$ cat src/rtl/arc4_sched.sv
// ARC4 sequencing controller: runs init, KSA and PRGA in order, hands the
// single-port S memory to whichever engine is active, and bounds each phase.
module arc4_sched #(
    parameter int TIMEOUT_W = 16,
    parameter int KEY_W     = 24
) (
    input  logic             clk,
    input  logic             rst,
    input  logic             en,
    output logic             rdy,
    input  logic [KEY_W-1:0] key,
    output logic             done,
    output logic             err,
    output logic [1:0]       phase,
    output logic             init_en,
    input  logic             init_rdy,
    output logic             ksa_en,
    input  logic             ksa_rdy,
    output logic             prga_en,
    input  logic             prga_rdy,
    output logic [KEY_W-1:0] eng_key,
    input  logic [7:0]       init_s_addr,
    input  logic [7:0]       init_s_wrdata,
    input  logic             init_s_wren,
    input  logic [7:0]       ksa_s_addr,
    input  logic [7:0]       ksa_s_wrdata,
    input  logic             ksa_s_wren,
    input  logic [7:0]       prga_s_addr,
    input  logic [7:0]       prga_s_wrdata,
    input  logic             prga_s_wren,
    output logic [7:0]       s_addr,
    output logic [7:0]       s_wrdata,
    output logic             s_wren
);

    // Encoding keeps START/ARM/WAIT of consecutive phases adjacent so +1 steps through them.
    localparam logic [3:0] S_IDLE       = 4'd0;
    localparam logic [3:0] S_ERR        = 4'd1;
    localparam logic [3:0] S_INIT_START = 4'd2;
    localparam logic [3:0] S_INIT_ARM   = 4'd3;
    localparam logic [3:0] S_INIT_WAIT  = 4'd4;
    localparam logic [3:0] S_KSA_START  = 4'd5;
    localparam logic [3:0] S_KSA_ARM    = 4'd6;
    localparam logic [3:0] S_KSA_WAIT   = 4'd7;
    localparam logic [3:0] S_PRGA_START = 4'd8;
    localparam logic [3:0] S_PRGA_ARM   = 4'd9;
    localparam logic [3:0] S_PRGA_WAIT  = 4'd10;

    // Tripping one short of all-ones means ERR is occupied as the count reaches all-ones.
    localparam logic [TIMEOUT_W-1:0] CNT_TRIP = {{(TIMEOUT_W-1){1'b1}}, 1'b0};

    logic [3:0]           state_q, state_d;
    logic [TIMEOUT_W-1:0] cnt_q, cnt_d;
    logic                 done_q, done_d;
    logic                 err_q, err_d;
    logic [KEY_W-1:0]     key_q, key_d;
    logic                 cur_rdy, st_start, st_wait, timeout;

    always_comb begin
        unique case (state_q)
            S_INIT_START, S_INIT_ARM, S_INIT_WAIT: phase = 2'd1;
            S_KSA_START, S_KSA_ARM, S_KSA_WAIT:    phase = 2'd2;
            S_PRGA_START, S_PRGA_ARM, S_PRGA_WAIT: phase = 2'd3;
            default:                               phase = 2'd0;
        endcase
    end

    always_comb begin
        unique case (phase)
            2'd1:    cur_rdy = init_rdy;
            2'd2:    cur_rdy = ksa_rdy;
            2'd3:    cur_rdy = prga_rdy;
            default: cur_rdy = 1'b0;
        endcase
    end

    assign st_start = (state_q == S_INIT_START) || (state_q == S_KSA_START) ||
                      (state_q == S_PRGA_START);
    assign st_wait  = (state_q == S_INIT_WAIT) || (state_q == S_KSA_WAIT) ||
                      (state_q == S_PRGA_WAIT);
    assign timeout  = (cnt_q >= CNT_TRIP);

    always_comb begin
        state_d = state_q;
        cnt_d   = '0;
        done_d  = 1'b0;
        err_d   = err_q;
        key_d   = key_q;
        if (state_q == S_IDLE || state_q == S_ERR) begin
            if (en) begin
                state_d = S_INIT_START;
                key_d   = key;
                err_d   = 1'b0;
            end
        end else if (phase == 2'd0) begin
            state_d = S_IDLE;
        end else begin
            cnt_d = cnt_q + 1'b1;
            if (st_start) begin
                if (cur_rdy)      state_d = state_q + 4'd1;
                else if (timeout) state_d = S_ERR;
            end else if (st_wait && cur_rdy) begin
                state_d = (state_q == S_PRGA_WAIT) ? S_IDLE : state_q + 4'd1;
                done_d  = (state_q == S_PRGA_WAIT);
            end else if (timeout) begin
                state_d = S_ERR;
            end else if (!st_wait) begin
                state_d = state_q + 4'd1;
            end
            if (state_d == S_ERR) err_d = 1'b1;
            if (state_d != state_q && (state_d == S_KSA_START || state_d == S_PRGA_START))
                cnt_d = '0;
        end
    end

    always_ff @(posedge clk) begin
        if (rst) begin
            state_q <= S_IDLE;
            cnt_q   <= '0;
            done_q  <= 1'b0;
            err_q   <= 1'b0;
            key_q   <= '0;
        end else begin
            state_q <= state_d;
            cnt_q   <= cnt_d;
            done_q  <= done_d;
            err_q   <= err_d;
            key_q   <= key_d;
        end
    end

    // Enables are gated by rst so a reset cycle never launches an engine.
    assign init_en = (state_q == S_INIT_START) & init_rdy & ~rst;
    assign ksa_en  = (state_q == S_KSA_START)  & ksa_rdy  & ~rst;
    assign prga_en = (state_q == S_PRGA_START) & prga_rdy & ~rst;

    assign rdy     = (state_q == S_IDLE) || (state_q == S_ERR);
    assign done    = done_q;
    assign err     = err_q;
    assign eng_key = key_q;

    always_comb begin
        unique case (phase)
            2'd1:    begin s_addr = init_s_addr; s_wrdata = init_s_wrdata; s_wren = init_s_wren; end
            2'd2:    begin s_addr = ksa_s_addr;  s_wrdata = ksa_s_wrdata;  s_wren = ksa_s_wren;  end
            2'd3:    begin s_addr = prga_s_addr; s_wrdata = prga_s_wrdata; s_wren = prga_s_wren; end
            default: begin s_addr = 8'h00;       s_wrdata = 8'h00;         s_wren = 1'b0;        end
        endcase
    end

endmodule

$ cat config.mk
export PLATFORM = sky130hd
export DESIGN_NAME = arc4_sched
export DESIGN_NICKNAME = d
export VERILOG_FILES = /design/src/rtl/arc4_sched.sv
export SDC_FILE = /design/constraint.sdc
export NUM_CORES = 1
export LEC_CHECK = 0
export CAP_MARGIN = 0
export CORE_ASPECT_RATIO = 1.1
export CORE_MARGIN = 8
export CORE_UTILIZATION = 40
export CTS_CLUSTER_DIAMETER = 200
export DETAILED_ROUTE_END_ITERATION = 12
export DONT_BUFFER_PORTS = 1
export PLACE_DENSITY = 0.6
export SLEW_MARGIN = 20
export SYNTH_ARGS = -nofsm -noshare
export SYNTH_HDL_FRONTEND = slang
export SYNTH_SLANG_ARGS = --single-unit
$ cat constraint.sdc
create_clock -name clk -period 4 [get_ports clk]
set_input_delay 0.8 -clock clk [delete_from_list [all_inputs] [get_ports clk]]
set_output_delay 0.8 -clock clk [all_outputs]
set_load 0.03 [all_outputs]
==> results.sh, run 1 <==
export IMPL_status="finished, final reports clean"
export IMPL_avgSynthCellArea_um2=8.23
export IMPL_viasPerCell=5.86
export IMPL_multiInputGateArea_um2=1840
export IMPL_place_gp_congestion=0.890
export IMPL_cts_max_path_buffers=2
export IMPL_crit_type="register to register"
export IMPL_dr_pass1_iters=4
export IMPL_cts_root_buffer="clkbuf_8"
export IMPL_power_mw=1.19
export IMPL_fin_cells=438
export IMPL_grt_ovfl_total=0
export IMPL_grt_pass1_vias=2516
export IMPL_layout_nets=439
export IMPL_syn_area_um2=2940
export IMPL_p_int_uw=819
export IMPL_antenna_left=0
export IMPL_p_per_area_nw_per_um2=381
export IMPL_num_antenna_cells=0
export IMPL_fin_crit_ps=3320
export IMPL_postCtsResizedCells=0
export IMPL_pwr_share_seq_pct=47.4
export IMPL_areaGrowthSynthToFinish_pct=6.69
export IMPL_portBuffers=0
export IMPL_wirelength_mm=8.15
export IMPL_die_x_um=97.7
export IMPL_post_cts_buffers=0
export IMPL_vias=2565
export IMPL_cts_tree="done"
export IMPL_setup_tns_ps=0
export IMPL_utilization_pct=44.2
export IMPL_drc=0
export IMPL_antenna_found_initial=0
export IMPL_wl_met3_um=763
export IMPL_fmax_ghz=0.301
export IMPL_async_flop_share_pct=0
export IMPL_grt_pass1_wl_mm=13.2
export IMPL_ir_drop_mv=0.283
export IMPL_switching_share_pct=31.3
export IMPL_syn_inst=357
export IMPL_numCtsBuffers=5
export IMPL_min_path_type="register to register"
export IMPL_power_switching_uw=374
export IMPL_routed_top_layer="met4"
export IMPL_final_hold_violation_count=0
export IMPL_clock_power_share_pct=35.4
export IMPL_clk_latency_ps=300
export IMPL_grt_max_degree=34
export IMPL_synth_seq_area_share_pct=32.7
export IMPL_crit_required_ps=4170
export IMPL_synth_cell_types=61
export IMPL_post_route_period_util_pct=83.0
export IMPL_p_leak_nw=1.09
export IMPL_dr_first_iter_drc_count=132
export IMPL_synth_top_flop_cell="dfxtp_1"
export IMPL_slew_viol_final=0
export IMPL_synth_edff_count=0
export IMPL_seq_area_um2=961
export IMPL_num_fill_cells=720
export IMPL_rsz0062_at_grt="false"
export IMPL_dp_hpwl_mm=6.45
export IMPL_layout_drive_gt1_share_pct=17.0
export IMPL_yosysMostFrequentCell="nand2_1"
export IMPL_die_y_um=106
export IMPL_max_cap_violations=0
export IMPL_synth_common_cells="nand2_1, dfxtp_1, a21oi_1, nor2_1, a22o_1"
export IMPL_synth_nets=444
export IMPL_grtUsageTotal_pct=15.2
export IMPL_wire_per_inst_um=18.6
export IMPL_cts_hold_buf=0
export IMPL_die_area_um2=10300
export IMPL_setup_violations_final=0
export IMPL_start_util_pct=41.5
export IMPL_crit_arrival_ps=3500
export IMPL_pwr_share_comb_pct=17.2
export IMPL_synth_area_leaders="dfxtp_1, nand2_1, mux2_2"
export IMPL_whs_ps=545
export IMPL_cts_clk_slew_worst_paths_ps=90
export IMPL_routed_wl_met2_mm=4.14
export IMPL_crit_fanout=11
export IMPL_ys_ff_latch=48
export IMPL_htreeDepth=2
export IMPL_worst_pin_slew_ps=823
export IMPL_start_kind="register"
export IMPL_core_um2=7090
export IMPL_dp_cells=430
export IMPL_met1_length_mm=3.19
export IMPL_maxSlewHeadroom_pct=45.0
export IMPL_clock_sinks=48
export IMPL_synth_top_area_share_pct=32.7
export IMPL_yosysTopAreaCell="dfxtp_1"
export IMPL_rows=32
export IMPL_yosys_warnings=0
export IMPL_io_pins=130
export IMPL_end_kind="register"
export IMPL_fin_worst_skew_ps=7.08
-- power by group through the flow --
stage	registers, mW	clock network [mW]	logic, mW
2_1_floorplan	0.567	0	0.179
3_3_place_gp	0.577	0	0.203
3_5_place_dp	0.578	0	0.205
4_1_cts	0.567	0.436	0.206
5_1_grt	0.569	0.452	0.225
6_report	0.565	0.423	0.205
-- layer usage --
layer / vias to the layer above / track usage (%)
met2: 113 / 27.1
met5: - / 0
met1: 1173 / 15.9
met4: 0 / 3.90
met3: 6 / 6.64
li1: 1273 / -
-- stage by stage --
step | instance area [um2] | setup WS [ps]
finish | 3130 | 680
global route | 3130 | 495
CTS | 3130 | 716
detailed placement | 3000 | 725
global placement | 3000 | 794
floorplan | 2940 | 1140
-- worst max-delay path, stage by stage (launching register included) --
cell	delay, ps
dfxtp_1	560
inv_1	210
ha_1	330
or2_2	340
nand2_1	160
inv_1	250
nor3_2	400
nand3_1	120
o31ai_1	430
nor3_1	120
a21oi_1	170
o311ai_1	120
-- cell usage in the layout (no fill, tap or decap), types with 9 or more instances in the layout --
| cell type | n |
|---|---|
| a21oi_1 | 32 |
| mux2_2 | 17 |
| nand3_1 | 9 |
| nor2_2 | 10 |
| xor2_1 | 11 |
| dfxtp_1 | 48 |
| nand2_1 | 66 |
| a22o_1 | 18 |
| nor2_1 | 24 |
-- cell families after synthesis --
logic type	share of synthesized area (%)
compound gates	23.3
xor+xnor	4.77
fa+ha+maj	2.56
flops	32.7
mux	7.71
simple gates	24.3
buf+inv	4.68
-- flip-flops by register name, summed over array words and instances (netlist names) --
signal / cells
eng_key: 24
cnt_q: 16
state_q: 4
phase: 2
done: 1
err: 1
-- area by class of cell --
| type | instances | share of cell area [%] |
|---|---|---|
| multi-input cells | 281 | 58.7 |
| flip-flops and latches | 48 | 30.7 |
| well taps | 85 | 3.39 |
| clock buffers | 5 | 2.20 |
| clock inverters | 3 | 2.20 |
| repair buffers | 8 | 1.92 |
| inverters | 8 | 0.958 |
-- final timing paths --
| kind | slack [ps] | depth (start not counted) | endpoint | start |
|---|---|---|---|---|
| min | 540 | 2 | cnt_q[5]$_SDFF_PP0_ | cnt_q[5]$_SDFF_PP0_ |
| max reg2reg | 680 | 11 | phase[0]$_DFF_P_ | state_q[0]$_SDFFE_PP0N_ |
| min reg2reg | 540 | 2 | cnt_q[5]$_SDFF_PP0_ | cnt_q[5]$_SDFF_PP0_ |
| max | 680 | 11 | phase[0]$_DFF_P_ | state_q[0]$_SDFFE_PP0N_ |
Power figures use the tool's default switching activity.
==> inputs of run 2 (changes only) <==
PLACE_DENSITY = 0.62   (was 0.6)
clock period = 2.74 ns   (was 4 ns; I/O delays follow)
==> results.sh, run 2 (same netlist as run 1, synthesis figures left out) <==
export IMPL_crit_path_cell_trace="inv_1, ha_1, buf_4, or2_2, nand2_1, inv_1, nor3_4, nand3_2, o31ai_4, nor3_1, a21oi_1, o311ai_1"
export IMPL_grtUsageTotal_pct=15.6
export IMPL_wirelength_mm=8.48
export IMPL_end_kind="register"
export IMPL_max_cap_violations=0
export IMPL_layout_drive_gt1_share_pct=26.7
export IMPL_areaGrowthSynthToFinish_pct=18.3
export IMPL_switching_share_pct=30.3
export IMPL_critPathBufInv=3
export IMPL_cts_clk_slew_worst_paths_ps=90
export IMPL_p_int_mw=1.24
export IMPL_crit_required_ps=2900
export IMPL_die_y_um=106
export IMPL_power_switching_uw=537
export IMPL_post_route_period_util_pct=93.9
export IMPL_antenna_found_initial=0
export IMPL_fin_worst_skew_ps=7.44
export IMPL_reg2reg_to="phase[0]$_DFF_P_"
export IMPL_crit_fanout=6
export IMPL_num_fill_cells=682
export IMPL_crit_family="simple AND/OR/NAND/NOR gates"
export IMPL_largest_reg_flops=24
export IMPL_min_path_type="input port to register"
export IMPL_mostFrequentLayoutCell="nand2_1"
export IMPL_min_to="eng_key[7]$_SDFFE_PP0P_"
export IMPL_status="finished, final reports clean"
export IMPL_grt_pass1_vias=2738
export IMPL_numCtsBuffers=5
export IMPL_p_leak_nw=1.30
export IMPL_vias=2733
export IMPL_start_util_pct=41.5
export IMPL_clock_power_share_pct=32.7
export IMPL_dp_hpwl_mm=6.80
export IMPL_critPathSlowestCell="dfxtp_1"
export IMPL_final_cell_mix="nand2_1, dfxtp_1, buf_4"
export IMPL_fin_crit_ps=2570
export IMPL_crit_arrival_ps=2740
export IMPL_cts_root_buffer="clkbuf_8"
export IMPL_p_per_area_nw_per_um2=511
export IMPL_start_kind="register"
export IMPL_utilization_pct=49.0
export IMPL_clock_sinks=48
export IMPL_pwr_share_seq_pct=45.8
export IMPL_cp_slowest_stage_delay_ps=340
export IMPL_r2r_start="state_q[0]$_SDFFE_PP0N_"
export IMPL_setup_tns_ps=0
export IMPL_rows=32
export IMPL_dr_first_iter_drc_count=144
export IMPL_maxSlewHeadroom_pct=56.0
export IMPL_fmax_ghz=0.389
export IMPL_die_x_um=97.7
export IMPL_postPlaceCellArea_um2=3290
export IMPL_io_pins=130
export IMPL_cts_max_path_buffers=2
export IMPL_ir_drop_mv=0.361
export IMPL_pwr_share_comb_pct=21.5
export IMPL_grt_max_degree=34
export IMPL_setup_violations_final=0
export IMPL_viasPerCell=5.77
export IMPL_worst_r2r_path_depth=12
export IMPL_dr_pass1_iters=4
export IMPL_min_delay_start="rst"
export IMPL_finalInstanceArea_um2=3470
export IMPL_die_area_um2=10300
export IMPL_num_antenna_cells=0
export IMPL_drc=0
export IMPL_whs_path_depth=1
export IMPL_place_gp_congestion=0.900
export IMPL_layout_nets=476
export IMPL_htreeDepth=2
export IMPL_crit_type="register to register"
export IMPL_slew_viol_final=0
export IMPL_worst_pin_slew_ps=660
export IMPL_antenna_left=0
export IMPL_whs_ps=322
export IMPL_cp_common_cell="inv_1"
export IMPL_r2r_setup_slack_ps=170
export IMPL_cts_hold_buf=0
export IMPL_grt_pass1_wl_mm=13.6
export IMPL_cts_tree="done"
export IMPL_final_hold_violation_count=0
export IMPL_core_um2=7090
export IMPL_wire_per_inst_um=17.9
export IMPL_grt_ovfl_total=0
export IMPL_clk_latency_ps=290
export IMPL_portBuffers=0
## run 2: metrics by stage
| step | cells | power [mW] | worst slack [ps] |
|---|---|---|---|
| after floorplan | 357 | 1.09 | 35.4 |
| after global placement | 466 | 1.19 | 153 |
| after detailed placement | 466 | 1.20 | 106 |
| after CTS | 473 | 1.78 | 80.1 |
| after global routing | 474 | 1.85 | -8.01 |
| final | 474 | 1.77 | 168 |
## run 2: metal layers
layer	wire [um]	global-route usage, %	vias up
met3	870	6.51	12
met1	3220	15.5	1256
met2	4290	29.2	129
met4	102	3.79	0
li1	-	-	1336
met5	0	0	-
## run 2: how the worst max path moves through the flow
| stage | from | endpoint | slack (ps) | cells past startpoint |
|---|---|---|---|---|
| after floorplan | phase[1]$_DFF_P_ | cnt_q[8]$_SDFF_PP0_ | 40 | 11 |
| after global placement | init_rdy | cnt_q[12]$_SDFF_PP0_ | 150 | 10 |
| after detailed placement | state_q[0]$_SDFFE_PP0N_ | cnt_q[11]$_SDFF_PP0_ | 110 | 11 |
| after CTS | state_q[0]$_SDFFE_PP0N_ | cnt_q[11]$_SDFF_PP0_ | 80 | 11 |
| after global routing | state_q[0]$_SDFFE_PP0N_ | cnt_q[11]$_SDFF_PP0_ | -8 | 11 |
| final | state_q[0]$_SDFFE_PP0N_ | phase[0]$_DFF_P_ | 170 | 12 |
## run 2: final cells by class
| type | count | area, um2 | area share, % |
|---|---|---|---|
| Multi-Input combinational cell | 281 | 1890 | 54.3 |
| Sequential cell | 48 | 961 | 27.7 |
| Timing Repair Buffer | 45 | 363 | 10.4 |
| Tap cell | 85 | 106 | 3.06 |
| Clock buffer | 5 | 68.8 | 1.98 |
| Clock inverter | 2 | 60.1 | 1.73 |
| Inverter | 8 | 30.0 | 0.864 |
## run 2: worst register-to-register path: stages (launching register included)
cell	delay (ps)
dfxtp_1	340
inv_1	110
ha_1	280
buf_4	180
or2_2	300
nand2_1	140
inv_1	100
nor3_4	210
nand3_2	120
o31ai_4	300
nor3_1	90
a21oi_1	150
o311ai_1	120
## run 2: timing repair
action,in CTS,in global routing
endpoints found under the setup margin,0,18
resized for setup,0,12
buffers inserted,0,1
## run 2: power groups by stage
stage	Sequential [mW]	Combinational (mW)	Clock (mW)
after global placement	0.829	0.361	0
after CTS	0.813	0.367	0.595
final	0.812	0.382	0.581
after global routing	0.817	0.416	0.620
after floorplan	0.828	0.261	0
after detailed placement	0.829	0.367	0
